$ cat src/rtl/display_arbiter.sv
// rtl/display_arbiter.sv - frame-synchronous arbiter sharing the 4-digit display
// Changes the serializer's BCD word only on frame boundaries; a watchdog forces boundaries.
module display_arbiter #(
    parameter int          HOLD_FRAMES = 4,
    parameter int          TIMEOUT     = 4096,
    parameter logic [15:0] IDLE_CODE   = 16'hFFFF,
    parameter logic [15:0] ERR_CODE    = 16'hEEEE
) (
    input  logic        clk,
    input  logic        rst,
    input  logic        entry_req,
    input  logic [15:0] entry_bcd,
    input  logic        result_req,
    input  logic [15:0] result_bcd,
    input  logic        err_req,
    input  logic        frame_done,
    output logic [15:0] bcd_out,
    output logic [1:0]  grant,
    output logic        switch_pulse,
    output logic        stall
);

    typedef enum logic [1:0] {
        G_NONE   = 2'd0,
        G_ENTRY  = 2'd1,
        G_RESULT = 2'd2,
        G_ERR    = 2'd3
    } grant_t;

    localparam logic [15:0] WD_LAST  = 16'(TIMEOUT - 1);
    localparam logic [3:0]  HOLD_MAX = 4'(HOLD_FRAMES);

    grant_t      state, next_state, cand;
    logic        fd_q;
    logic [15:0] wd_cnt;
    logic [3:0]  hold_cnt;
    logic        real_edge, synth_edge, boundary, do_switch, cur_req;
    logic [15:0] next_bcd;

    assign real_edge  = frame_done & ~fd_q;
    assign synth_edge = (wd_cnt == WD_LAST) & ~real_edge;
    assign boundary   = real_edge | synth_edge;
    assign do_switch  = boundary & (next_state != state);
    assign grant      = state;

    always_comb begin
        cand       = G_NONE;
        cur_req    = 1'b0;
        next_state = state;
        next_bcd   = IDLE_CODE;

        if (err_req)         cand = G_ERR;
        else if (result_req) cand = G_RESULT;
        else if (entry_req)  cand = G_ENTRY;

        case (state)
            G_ENTRY:  cur_req = entry_req;
            G_RESULT: cur_req = result_req;
            G_ERR:    cur_req = err_req;
            default:  cur_req = 1'b0;
        endcase

        // Enum encoding follows priority, so a numeric compare ranks sources.
        if (boundary) begin
            if (state == G_NONE || cand > state)
                next_state = cand;
            else if (!cur_req && hold_cnt >= HOLD_MAX)
                next_state = cand;
        end

        case (next_state)
            G_ENTRY:  next_bcd = entry_bcd;
            G_RESULT: next_bcd = result_bcd;
            G_ERR:    next_bcd = ERR_CODE;
            default:  next_bcd = IDLE_CODE;
        endcase
    end

    always_ff @(posedge clk) begin
        if (rst) state <= G_NONE;
        else     state <= next_state;
    end

    always_ff @(posedge clk) begin
        if (rst) begin
            fd_q         <= 1'b1;
            wd_cnt       <= 16'd0;
            stall        <= 1'b0;
            hold_cnt     <= 4'd0;
            bcd_out      <= IDLE_CODE;
            switch_pulse <= 1'b0;
        end else begin
            fd_q         <= frame_done;
            wd_cnt       <= boundary ? 16'd0 : wd_cnt + 16'd1;
            switch_pulse <= do_switch;
            if (real_edge)       stall <= 1'b0;
            else if (synth_edge) stall <= 1'b1;
            if (boundary) begin
                bcd_out <= next_bcd;
                if (do_switch)             hold_cnt <= 4'd1;
                else if (hold_cnt < HOLD_MAX) hold_cnt <= hold_cnt + 4'd1;
            end
        end
    end

endmodule

$ cat config.mk
export PLATFORM = sky130hd
export DESIGN_NAME = display_arbiter
export DESIGN_NICKNAME = d
export VERILOG_FILES = /design/src/rtl/display_arbiter.sv
export SDC_FILE = /design/constraint.sdc
export NUM_CORES = 1
export LEC_CHECK = 0
export BUFFER_PORTS_ARGS = -buffer_cell sky130_fd_sc_hd__buf_2
export CORE_MARGIN = 2
export CORE_UTILIZATION = 51
export CTS_CLUSTER_SIZE = 40
export DETAILED_ROUTE_END_ITERATION = 12
export GPL_TIMING_DRIVEN = 0
export PLACE_DENSITY = 0.79
export SLEW_MARGIN = 5
export SYNTH_ARGS = -nofsm -noshare
export SYNTH_HDL_FRONTEND = slang
export SYNTH_SLANG_ARGS = --single-unit
export TNS_END_PERCENT = 10
$ cat constraint.sdc
create_clock -name clk -period 3.5 [get_ports clk]
set_input_delay 0.35 -clock clk [delete_from_list [all_inputs] [get_ports clk]]
set_output_delay 0.35 -clock clk [all_outputs]
set_load 0.01 [all_outputs]
==> results.toml <==
[global_routing]
grt_max_degree = 13
grt_pass1_wl_um = 6610
grt_pass1_vias = 1453
grt.overflow.total = 0
antenna_found_initial = 0
grt_usage_pct = 20.2

[min_path]
whs_endpoint = "fd_q"
min_path_cells = 2
min_path_type = "in2reg"
holdCritStartpoint = "frame_done"

[logic_synthesis]
synth_area_leaders = "dfxtp_1, o221a_1, or2_2"
yosysTopAreaCell = "dfxtp_1"
async_reset_ff_share_pct = 0
synth.distinct_cells = 44
yosysMostFrequentCell = "dfxtp_1"
seq_area_frac_synth_pct = 42.8
synth_edf_count = 0
synthTopCellsByCount = "dfxtp_1, nor2_1, or2_2"
syn_inst = 207
synthesis.nets = 249
ys_seq_elements = 41
ys_warn_count = 0
syn_area_um2 = 1920
synth_top_area_share_pct = 42.8
synth.avg_cell_area_um2 = 9.25
synth-main-ff-cell = "dfxtp_1"

[timing]
timing.final.ws_setup_ns = 0.866
rsz0062_at_grt = "false"
fmax_ghz = 0.380
fin_skew_ns = 0.00536
min_period_over_period_pct = 75.3
hold_viol = 0
finalSetupTns_ns = 0
drv_slew = 0
relSlewSlack_pct = 56.6
period_needed_ns = 2.63
tightestPinTransition_ns = 0.643
setup_viol = 0

[layout]
fillerInstances = 314
multiInputGateArea_um2 = 1020
areaGrowthSynthToFinish_pct = 22.7
antenna_cells = 0
fin_nets = 313
seq_area_um2 = 821
drive_above_1_share_pct = 35.1

[clock_network]
cts_num_sinks = 41
tritoncts = "done"
clockBufferDepth = 2
clock_latency_ns = 0.29
ctsHoldBuffers = 0
post_cts_resized = 0
htree_levels = 2
cts-root-buf = "clkbuf_8"
clk_pin_slew_worst_paths_ns = 0.08
cts_made_buffers = 5
post_cts_buffers = 0

[floorplanning]
rows = 22
die-area_um2 = 4260
initial_core_util_pct = 52.7
dieWidth_um = 65.3
core-area_um2 = 3630
io_pins = 58
fp.dieH_um = 65.3

[critical_path]
arrival_ns = 2.87
r2r_end = "bcd_out[0]"
reg2reg_depth = 9
path_class = "in2reg"
end_kind = "flop"
critPathMaxFanout = 6
start_kind = "input pin"
r2r-start = "grant[1]"
startpoint = "result_req"
cp.required_ns = 3.74
r2r_slack_ns = 0.91

[drt]
vias = 1688
dr.pass1.iters = 4
drt.antenna.violating_nets = 0
wl_per_cell_um = 12.5
drtIter0Drc = 112
drcViolationCount = 0
vias_per_cell = 5.29
routed_wl_um = 4000

[power]
leakage_nw = 0.922
peakVddDrop_uv = 251
p_per_area_nw_per_um2 = 380
power_mw = 0.893

[placed_design]
dp_slack_ns = 0.620
place_congestion = 0.828
place_hpwl_um = 2990
numPortBuffers = 57

[outcome]
status = "complete, no violations"

[job]
cap_violations = 0
[power breakdown]
part	internal, mW	total [mW]	switching (mW)	leakage (nW)
clock	0.156	0.313	0.157	0.0433
combinational	0.0459	0.0965	0.0506	0.546
sequential	0.477	0.483	0.00682	0.333
[worst max-delay path, stage by stage]
cell,delay (ns)
buf_2,0.12
or2_2,0.28
clkbuf_1,0.20
ha_1,0.33
nor2b_1,0.13
a2bb2oi_1,0.17
nor3_1,0.48
a21o_1,0.29
mux2i_4,0.32
a32o_1,0.19
[metrics by stage]
stage          hold WS [ns]  instance area, um2  utilization, %  instances
5_1_grt               0.261                2350            64.7        319
4_1_cts               0.248                2350            64.7        319
3_5_place_dp          0.456                2260            62.2        312
3_3_place_gp          0.443                2260            62.2        312
6_report              0.261                2350            64.7        319
2_1_floorplan         0.419                1920               -        207
[state kept, by name, indices dropped and copies added (netlist names)]
register      cells
fd_q              1
stall             1
grant             2
bcd_out          16
hold_cnt          4
wd_cnt           16
switch_pulse      1
[kinds of logic after synthesis]
kind of cell               share of synthesized area [%]
muxes                                               1.70
adders and majority gates                           2.61
buffers and inverters                               3.79
xor gates and xnor gates                            6.86
DFF                                                 42.8
and+or+nand+nor                                     22.9
AOI/OAI and AO/OA                                   19.3
[cell usage in the layout (no fill, tap or decap), drive strengths merged, types with 2 or more instances in the layout]
cell type and instances:
nand4 3, ha 4, xnor2 6, o221a 12
or4 3, or2 17, and3 2, nand3 9
clkbuf 8, buf 62, nor3 4, nand2b 4
mux2i 2, o21a 4, nor2b 3, a21o 2
xor2 9, nor2 24, inv 9, nand2 13
a32o 3, o21ai 6, dfxtp 41, a21oi 8
[layer usage]
| metal | global-route usage [%] | part of all wire [%] |
|---|---|---|
| met5 | 0 | 0 |
| met4 | 7.03 | 1.3 |
| met3 | 7.71 | 8.7 |
| met2 | 31.8 | 44 |
| met1 | 25.3 | 46 |
[area by class of cell]
| cell class | instances | share of cell area, % |
|---|---|---|
| clock buffer | 6 | 3.51 |
| inverter | 9 | 1.44 |
| sequential | 41 | 34.9 |
| clock inverter | 1 | 0.319 |
| tap | 48 | 2.55 |
| multi-input combinational | 150 | 43.5 |
| timing repair buffer | 57 | 12.1 |
| buffer | 7 | 1.65 |
[worst max path at each step]
stage                             end  slack [ns]
after CTS                  bcd_out[2]        0.89
after global placement    bcd_out[10]        0.62
after detailed placement   bcd_out[9]        0.62
final                      bcd_out[0]        0.87
after floorplan           bcd_out[10]        0.96
after global routing       bcd_out[9]        0.68
(Power assumes the default switching activity.)
